[config.mk]
export PLATFORM = sky130hd
export DESIGN_NAME = instr_fetch_unit
export DESIGN_NICKNAME = d
export VERILOG_FILES = /design/src/rtl/instr_fetch_unit.sv
export SDC_FILE = /design/constraint.sdc
export NUM_CORES = 1
export LEC_CHECK = 0
export BUFFER_PORTS_ARGS = -buffer_cell sky130_fd_sc_hd__buf_2
export CAP_MARGIN = 20
export CORE_MARGIN = 2
export CORE_UTILIZATION = 55
export DETAILED_ROUTE_END_ITERATION = 8
export PLACE_DENSITY = 0.88
export SETUP_SLACK_MARGIN = 0.1
export SLEW_MARGIN = 20
export SYNTH_ARGS = -nofsm -noshare
export SYNTH_HDL_FRONTEND = slang
export SYNTH_SLANG_ARGS = --single-unit
[constraint.sdc]
create_clock -name clk -period 17.1 [get_ports clk]
set_input_delay 2.565 -clock clk [delete_from_list [all_inputs] [get_ports clk]]
set_output_delay 2.565 -clock clk [all_outputs]
set_load 0.05 [all_outputs]
[src/rtl/instr_fetch_unit.sv]
// Instruction fetch unit: drives imem_pc and buffers {pc, instr} in a small FIFO toward decode.
// Optional FETCH_ALIGN_CHK_EN: misaligned redirect targets raise a sticky fault instead of being truncated.
module instr_fetch_unit #(
    parameter logic [31:0] RESET_PC   = 32'h0000_0000,
    parameter int          FIFO_DEPTH = 2,
    parameter logic [31:0] PC_LIMIT   = 32'd96
) (
    input  logic        clk,
    input  logic        rst_n,
    output logic [31:0] imem_pc,
    input  logic [31:0] imem_instr,
    input  logic        redirect_valid,
    input  logic [31:0] redirect_pc,
    output logic        id_valid,
    input  logic        id_ready,
    output logic [31:0] id_pc,
    output logic [31:0] id_instr,
    output logic [31:0] id_pc_plus4,
    output logic        halted,
    output logic        fault
);
    localparam int PTR_W = (FIFO_DEPTH > 1) ? $clog2(FIFO_DEPTH) : 1;
    localparam int CNT_W = $clog2(FIFO_DEPTH + 1);
`ifdef FETCH_ALIGN_CHK_EN
    localparam bit ALIGN_CHK = 1'b1;
`else
    localparam bit ALIGN_CHK = 1'b0;
`endif

    typedef enum logic [1:0] {RUN = 2'd0, HALT = 2'd1, FAULT = 2'd2} state_t;
    typedef struct packed {
        logic [31:0] pc;
        logic [31:0] instr;
    } fetch_ent_t;

    state_t           state, state_nxt;
    logic [31:0]      pc;
    fetch_ent_t       fifo [FIFO_DEPTH];
    fetch_ent_t       head;
    logic [PTR_W-1:0] rd_ptr, wr_ptr;
    logic [CNT_W-1:0] count;
    logic             pop, push, fifo_full, redir_bad;
    logic [31:0]      redir_tgt;

    // Without the alignment check the low target bits are simply dropped.
    assign redir_bad = ALIGN_CHK && (redirect_pc[1:0] != 2'b00);
    assign redir_tgt = {redirect_pc[31:2], 2'b00};

    assign fifo_full = (count == CNT_W'(FIFO_DEPTH));
    assign pop       = id_valid & id_ready;
    assign push      = (state == RUN) & (pc < PC_LIMIT) & ~redirect_valid & (~fifo_full | pop);
    assign imem_pc   = pc;

    // A redirect flushes the buffer and wins over any push or pop in the same cycle.
    always_ff @(posedge clk or negedge rst_n) begin
        if (!rst_n) begin
            pc     <= RESET_PC;
            rd_ptr <= '0;
            wr_ptr <= '0;
            count  <= '0;
        end else if (redirect_valid) begin
            rd_ptr <= '0;
            wr_ptr <= '0;
            count  <= '0;
            if (!redir_bad) pc <= redir_tgt;
        end else begin
            if (push) begin
                wr_ptr <= wr_ptr + PTR_W'(1);
                pc     <= pc + 32'd4;
            end
            if (pop) rd_ptr <= rd_ptr + PTR_W'(1);
            case ({push, pop})
                2'b10:   count <= count + CNT_W'(1);
                2'b01:   count <= count - CNT_W'(1);
                default: count <= count;
            endcase
        end
    end

    // Entry storage needs no reset; the outputs are masked while the buffer is empty.
    always_ff @(posedge clk) begin
        if (push) fifo[wr_ptr] <= {pc, imem_instr};
    end

    always_ff @(posedge clk or negedge rst_n) begin
        if (!rst_n) state <= RUN;
        else        state <= state_nxt;
    end

    always_comb begin
        state_nxt = state;
        if (redirect_valid) begin
            if (redir_bad)                  state_nxt = FAULT;
            else if (redir_tgt >= PC_LIMIT) state_nxt = HALT;
            else                            state_nxt = RUN;
        end else if (state == RUN && pc >= PC_LIMIT) begin
            state_nxt = HALT;
        end
    end

    always_comb begin
        head        = fifo[rd_ptr];
        id_valid    = (count != '0);
        id_pc       = id_valid ? head.pc : 32'h0;
        id_instr    = id_valid ? head.instr : 32'h0;
        id_pc_plus4 = id_pc + 32'd4;
        halted      = (state == HALT);
        fault       = ALIGN_CHK && (state == FAULT);
    end
endmodule

==> impl_metrics.tcl, run 1 <==
set metrics [dict create \
    status "completed" \
    port_buffers 189 \
    row_count 41 \
    routedWlPerCell_um 18.27 \
    cp.arrival_ps 3650 \
    grt_max_degree 59 \
    ant_nets 0 \
    final_hold_viol_count 0 \
    fillers 859 \
    busiest_layer "met2" \
    cts_made_buffers 17 \
    rsz0062_at_grt "false" \
    die-height_um 117.7 \
    synth.distinct_cells 49 \
    max-vdd-ir-drop_mv 0.08793 \
    dieArea_um2 13850 \
    seq_area_frac_synth_pct 64.70 \
    first_pass_iters 5 \
    insertion_delay_ps 420 \
    synth_xor_area_share_pct 3.573 \
    drc 0 \
    combPwrFrac_pct 6.9 \
    wirelength_um 16060 \
    postCtsHoldBufs 0 \
    netlist_area_um2 7109 \
    reg2reg_slack_ps 13620 \
    synth_edf_count 124 \
    switchingPower_mw 0.1992 \
    synth_area_leaders "edfxtp_1 52%, dfrtp_1 12%, mux2i_1 8.7%" \
    yosysWarningCount 0 \
    synthMuxAreaShare_pct 12.85 \
    h-tree-depth 4 \
    overflow 0 \
    num_vias 4866 \
    min_path_type "flip-flop to flip-flop" \
    hold_slack_ps 520.0 \
    timing.final.crit_share_pct 36.34 \
    grt_first_pass_wirelength_um 25270 \
    endpoint_kind "output pin" \
    use_met2_pct 40.15 \
    mostFrequentLayoutCells "189 x buf_2, 124 x edfxtp_1, 68 x nor2_1, 62 x mux2i_1, 34 x dfrtp_1" \
    power_density_nw_per_um2 98.90 \
    fmax_mhz 160.9 \
    pwr-share-seq_pct 50.6 \
    seqCellArea_um2 4603 \
    multiInputGateArea_um2 2312 \
    start_kind "flip-flop" \
    utilization_pct 69.40 \
    syn_to_final_growth_pct 23.20 \
    max-clock-path-buffers 2 \
    cp_max_fo 54 \
    period_minus_slack_ps 6214 \
    synth-main-ff-cell "edfxtp_1" \
    relSlewSlack_pct 44.85 \
    nets 765 \
    netlist.area_leader.share_pct 52.38 \
    crit_type "flip-flop to output pin" \
    p_leak_nw 3.506 \
    avgSynthCellArea_um2 14.16 \
    p_int_mw 0.6670 \
    drt_iter0_markers 339 \
    start_util_pct 56.34 \
    drv_slew 0 \
    synth-adder-area-share_pct 0.5280 \
    io_pins 199 \
    required_ps 14530 \
    synth_top_family_by_area "multiplexers" \
    n_antenna_cell 0 \
    skew_ps 15.95 \
    postCtsSetupRepairBufs 0 \
    hpwl_um 11290 \
    die-width_um 117.7 \
    ys_seq_elements 159 \
    grt_pass1_vias 4821 \
    vias_per_cell 5.536 \
    drive_above_1_share_pct 39.04 \
    core_region_area_um2 12620 \
    synth_compound_gate_area_share_pct 2.886 \
    swShare_pct 23.00 \
    maxCapViolations 0 \
    clock-sinks 159 \
    synthArstFlopShare_pct 22.01 \
    grtUsageMet3_pct 4.942 \
    layout_commonest_cell "buf_2" \
    clkTransAtPathRegs_ps 60 \
    ctsResizeCount 0 \
    tightest_slew_ps 827.3 \
    grt_antenna_before_repair 0 \
    tritoncts "built" \
    setup_viol 0 \
    grtUsageMet1_pct 30.04 \
    fin_tns_setup_ps 0 \
    syn_inst 502 \
    grt_usage_pct 23.53 \
    yosys.area.top_type "edfxtp_1" \
    gp_congestion 0.8463 \
    synthSimpleGateAreaFrac_pct 12.14 \
    p_clk_share_pct 42.5 \
    cts-root-buf "clkbuf_16" \
]
[power by group through the flow]
stage / registers [mW] / clock network (mW) / logic [mW]
finish: 0.439 / 0.368 / 0.0598
global route: 0.440 / 0.389 / 0.0627
CTS: 0.438 / 0.373 / 0.0600
detailed placement: 0.446 / 0 / 0.0597
global placement: 0.445 / 0 / 0.0581
floorplan: 0.466 / 0 / 0.0150
[logic make-up (layout without fill, tap and decap cells)]
kind of cell             count (synthesis)  count (layout)
flip-flops                             159             159
AND/OR/NAND/NOR                        159             159
other                                    1               7
buffers and inverters                   41             240
adder cells (fa/ha/maj)                  3               3
multiplexers                            88              88
XOR/XNOR                                29              29
AO/OA/AOI/OAI                           22              22
[per-layer routing]
metal / part of all wire [%] / routed length, um / vias to the layer above
met5: 0 / 0 / -
met4: 1.6 / 263 / 0
met3: 5.9 / 940 / 20
met2: 52 / 8299 / 191
met1: 41 / 6560 / 2412
li1: - / - / 2243
[worst max-delay path, cell delays in order, from the launching register on]
cell and delay (ps):
dfrtp_4 670, buf_4 720, nand3_1 240, a211oi_4 440, nand4_1 290, nor3_1 270, xor2_1 230, buf_2 300
[per-stage QoR]
stage	instances	setup WS, ps	total power, mW	area (um^2)
finish	879	10890	0.8662	8758
global route	879	10670	0.8917	8758
CTS	879	10880	0.8708	8758
detailed placement	847	11330	0.5057	8167
global placement	847	11400	0.5029	8167
floorplan	508	7521	0.4814	7132
[final cells by class]
type | count | share of cell area (%)
well taps | 172 | 2.457
flip-flops and latches | 159 | 52.56
inverters | 14 | 0.6000
clock inverters | 6 | 0.4429
multi-input cells | 308 | 26.40
repair buffers | 194 | 11.23
clock buffers | 26 | 6.314
[Yosys cell counts, types with 2 or more instances]
cell / number
nor3_2: 3
nor4_2: 4
buf_1: 5
buf_2: 6
ha_1: 3
mux2_2: 26
nor2b_1: 3
buf_6: 5
mux2i_1: 62
edfxtp_1: 124
and3_1: 2
a32oi_1: 3
buf_4: 9
nand2_1: 14
a211oi_2: 5
nand4_1: 4
clkbuf_1: 2
nor2_2: 3
nand3_2: 2
dfrtp_1: 35
nor3b_1: 2
xnor2_1: 10
inv_1: 14
nor2_1: 68
nand4_2: 2
nand3_1: 10
nor3_1: 15
xor2_1: 19
nand3b_1: 5
nor4_1: 16
a211oi_1: 3
[state kept, by name, indices dropped and copies added, names as in the netlist]
register and count:
count 2, fifo 124, imem_pc 30, rd_ptr 1
state 1, wr_ptr 1
[final timing paths]
kind | cells past startpoint | end | start
worst max-delay path | 7 | id_pc_plus4[28] | rd_ptr
worst min-delay path | 1 | wr_ptr | wr_ptr
worst max register to register | 5 | fifo[1][58] | imem_pc[27]
worst min register to register | 1 | wr_ptr | wr_ptr
max in group asynchronous | 1 | rd_ptr | rst_n
min in group asynchronous | 1 | imem_pc[20] | rst_n
(Power assumes the default switching activity.)
==> run 2, diff against run 1 <==
CORE_UTILIZATION = 47   (was 55)
PLACE_DENSITY = 0.8   (was 0.88)
clock period = 5 ns   (was 17.1 ns; I/O delays follow)
==> impl_metrics.tcl, run 2 (synthesized netlist as in run 1, its figures left out) <==
set metrics [dict create \
    status "completed" \
    port_buffers 189 \
    n_antenna_cell 0 \
    wirelength_um 15920 \
    p_leak_nw 3.485 \
    start_kind "flip-flop" \
    row_count 44 \
    skew_ps 9.554 \
    dieArea_um2 16130 \
    grt_pass1_vias 4756 \
    largest_reg_flops 124 \
    rr_startpoint "imem_pc[26]" \
    postCtsHoldBufs 0 \
    max-vdd-ir-drop_mv 0.2527 \
    layout_commonest_cell "buf_2" \
    fmax_mhz 232.9 \
    min_path_type "input port to asynchronous set/reset pin" \
    period_minus_slack_ps 4294 \
    mostFrequentLayoutCells "189 x buf_2, 124 x edfxtp_1, 68 x nor2_1, 62 x mux2i_1, 34 x dfrtp_1" \
    overflow 0 \
    dpl_cell_area_um2 8195 \
    insertion_delay_ps 420 \
    core_region_area_um2 14640 \
    die-width_um 127.0 \
    maxCapViolations 0 \
    required_ps 4250 \
    fin_tns_setup_ps 0 \
    postCtsSetupRepairBufs 0 \
    cp_max_fo 42 \
    clock-sinks 159 \
    final_hold_viol_count 0 \
    drv_slew 0 \
    tritoncts "built" \
    drc 0 \
    cts-root-buf "clkbuf_16" \
    crit_type "flip-flop to output pin" \
    top_register "fifo" \
    grt_max_degree 76 \
    cts_made_buffers 17 \
    max-clock-path-buffers 2 \
    ctsResizeCount 0 \
    tightest_slew_ps 838.9 \
    routedWlPerCell_um 17.88 \
    num_vias 4789 \
    gp_congestion 0.8207 \
    grt_usage_pct 19.83 \
    power_density_nw_per_um2 335.2 \
    hpwl_um 11310 \
    drive_above_1_share_pct 39.24 \
    syn_to_final_growth_pct 23.28 \
    power_mw 2.938 \
    drt_iter0_markers 347 \
    h-tree-depth 4 \
    start_util_pct 48.55 \
    ant_nets 0 \
    rsz0062_at_grt "false" \
    cp.arrival_ps 3540 \
    die-height_um 127.0 \
    setup_viol 0 \
    grt_first_pass_wirelength_um 24550 \
    crit_start "rd_ptr" \
    design_area_um2 8765 \
    relSlewSlack_pct 44.07 \
    first_pass_iters 5 \
    grt_antenna_before_repair 0 \
    endpoint_kind "output pin" \
    io_pins 199 \
    nets 764 \
    vias_per_cell 5.381 \
    timing.final.crit_share_pct 85.88 \
    clkTransAtPathRegs_ps 60 \
]
==> run 2: cell type report <==
class | instances | area [um^2]
Clock inverter | 13 | 115.1
Sequential cell | 159 | 4603
Inverter | 14 | 52.55
Timing Repair Buffer | 193 | 988.4
Tap cell | 184 | 230.2
Clock buffer | 19 | 454.2
Multi-Input combinational cell | 308 | 2321
Fill cell | 1173 | 5879
==> run 2: metal layers <==
| layer | track usage [%] | vias up | routed length (um) |
|---|---|---|---|
| met1 | 24.45 | 2323 | 6631 |
| li1 | - | 2235 | - |
| met4 | 8.597 | 0 | 431 |
| met2 | 33.87 | 194 | 7984 |
| met5 | 0 | - | 0 |
| met3 | 4.355 | 37 | 870 |
==> run 2: worst paths after layout <==
path | to | slack, ps | depth (start not counted)
worst max register to register | fifo[1][36] | 1780 | 5
max in group asynchronous | rd_ptr | 4050 | 1
worst max-delay path | id_pc_plus4[21] | 710 | 7
worst min-delay path | imem_pc[8] | 390 | 1
worst min register to register | fifo[1][56] | 540 | 0
min in group clk | fifo[1][13] | 510 | 1
==> run 2: power breakdown <==
group	internal (mW)	switching, mW
clock network	0.685	0.553
registers	1.46	0.0397
logic	0.0579	0.146
==> run 2: through the flow <==
step / hold slack, ps / std cells / worst slack [ps] / util [%]
floorplan: 454.4 / 508 / 504.9 / -
global placement: 511.0 / 858 / 1169 / 55.96
detailed placement: 524.0 / 858 / 1106 / 55.96
CTS: 400.1 / 890 / 649.2 / 59.85
global route: 452.0 / 890 / 451.0 / 59.85
finish: 392.5 / 890 / 705.9 / 59.85
==> run 2: worst max-delay path, cell delays in order (launching register included) <==
cell	delay, ps
dfrtp_4	800
buf_4	640
nand3_1	210
a211oi_2	380
nand4_4	250
nor4_2	360
xor2_1	180
buf_2	280
==> run 3, diff against run 2 <==
BUFFER_PORTS_ARGS = -buffer_cell sky130_fd_sc_hd__clkbuf_2   (was -buffer_cell sky130_fd_sc_hd__buf_2)
==> impl_metrics.tcl, run 3 (synthesized netlist as in run 1, its figures left out) <==
set metrics [dict create \
    status "completed" \
    row_count 44 \
    timing.final.crit_share_pct 86.79 \
    port_buffers 189 \
    worstPathCellList "mux2i_1 > or2_2 > inv_1 > ha_1 > nor4b_2 > nand3_2 > nor4_2 > xor2_1 > clkbuf_2" \
    setup_viol 0 \
    n_antenna_cell 0 \
    crit_type "flip-flop to output pin" \
    grt_antenna_before_repair 0 \
    grt_pass1_vias 4665 \
    drc 0 \
    mostFrequentLayoutCells "189 x clkbuf_2, 124 x edfxtp_1, 68 x nor2_1, 62 x mux2i_1, 34 x dfrtp_1" \
    gp_congestion 0.8267 \
    vias_per_cell 5.340 \
    utilization_pct 60.11 \
    drv_slew 0 \
    core_region_area_um2 14640 \
    relSlewSlack_pct 43.72 \
    cp.arrival_ps 3590 \
    io_pins 199 \
    drt_iter0_markers 340 \
    num_vias 4763 \
    wirelength_um 15760 \
    tightest_slew_ps 844.3 \
    postCtsSetupRepairBufs 0 \
    nets 766 \
    grt_usage_pct 19.66 \
    min_path_type "input port to asynchronous set/reset pin" \
    required_ps 4250 \
    clock-sinks 159 \
    period_minus_slack_ps 4340 \
    die-width_um 127.0 \
    insertion_delay_ps 420 \
    endpoint_kind "output pin" \
    cts-root-buf "clkbuf_16" \
    die-height_um 127.0 \
    layout_commonest_cell "clkbuf_2" \
    grt_first_pass_wirelength_um 24540 \
    h-tree-depth 4 \
    clkTransAtPathRegs_ps 60 \
    fmax_mhz 230.4 \
    p_leak_nw 3.445 \
    power_mw 2.978 \
    grt_max_degree 73 \
    final_hold_viol_count 0 \
    rsz0062_at_grt "false" \
    largest_reg_flops 124 \
    postCtsHoldBufs 0 \
    crit_slowest_cell "dfrtp_4" \
    drive_above_1_share_pct 39.55 \
    overflow 0 \
    start_kind "flip-flop" \
    start_util_pct 48.55 \
    max-clock-path-buffers 2 \
    cts_made_buffers 17 \
    max_stage_delay_ps 840 \
    top_register "fifo" \
    max-vdd-ir-drop_mv 0.2318 \
    ctsResizeCount 0 \
    ant_nets 0 \
    routedWlPerCell_um 17.67 \
    tritoncts "built" \
    cp_max_fo 44 \
    skew_ps 8.906 \
    power_density_nw_per_um2 338.3 \
    fin_tns_setup_ps 0 \
    dieArea_um2 16130 \
    syn_to_final_growth_pct 23.81 \
    hpwl_um 11350 \
    maxCapViolations 0 \
    first_pass_iters 4 \
]
run 3: critical path: cells and delay by family (launching register included):
| family | cells | cell delay [ps] |
|---|---|---|
| buffers and inverters | 2 | 410 |
| muxes | 1 | 200 |
| xor gates and xnor gates | 1 | 220 |
| and+or+nand+nor | 4 | 1280 |
| DFF | 1 | 840 |
| adders and majority gates | 1 | 230 |
run 3: path summary, 6_finish.rpt:
| kind | start | to | slack [ps] | cells after the start |
|---|---|---|---|---|
| setup reg to reg | imem_pc[22] | fifo[1][40] | 1800 | 5 |
| hold / removal | rst_n | imem_pc[11] | 420 | 1 |
| min in group clk | imem_instr[28] | fifo[0][28] | 520 | 1 |
| setup / recovery | rd_ptr | id_pc_plus4[22] | 660 | 9 |
| max in group asynchronous | rst_n | rd_ptr | 3960 | 1 |
| hold reg to reg | imem_pc[24] | fifo[0][56] | 550 | 0 |
run 3: cell type report:
cell class	instances	area, um^2
Clock buffer	17	425.4
Tap cell	184	230.2
Multi-Input combinational cell	308	2321
Clock inverter	15	166.4
Fill cell	1147	5842
Timing Repair Buffer	195	1003
Inverter	14	52.55
Sequential cell	159	4603
run 3: routing by layer:
metal / GRT usage, % / wire, um / vias to the layer above
met1: 25.74 / 6794 / 2324
li1: - / - / 2240
met4: 6.981 / 209 / 0
met2: 32.51 / 7916 / 183
met5: 0 / 0 / -
met3: 4.523 / 843 / 16
run 3: power breakdown:
part,switching (mW),internal (mW)
Sequential,0.0412,1.46
Combinational,0.146,0.0576
Clock,0.565,0.711
Total,0.752,2.23
run 3: per-stage QoR:
| step | hold slack, ps | instance area (um^2) | std cells | worst slack (ps) |
|---|---|---|---|---|
| finish | 422.1 | 8802 | 892 | 660.5 |
| CTS | 435.6 | 8802 | 892 | 662.5 |
| floorplan | 454.4 | 7147 | 508 | 504.9 |
| global placement | 522.8 | 8210 | 860 | 1221 |
| global route | 495.3 | 8802 | 892 | 488.7 |
| detailed placement | 533.6 | 8210 | 860 | 1122 |
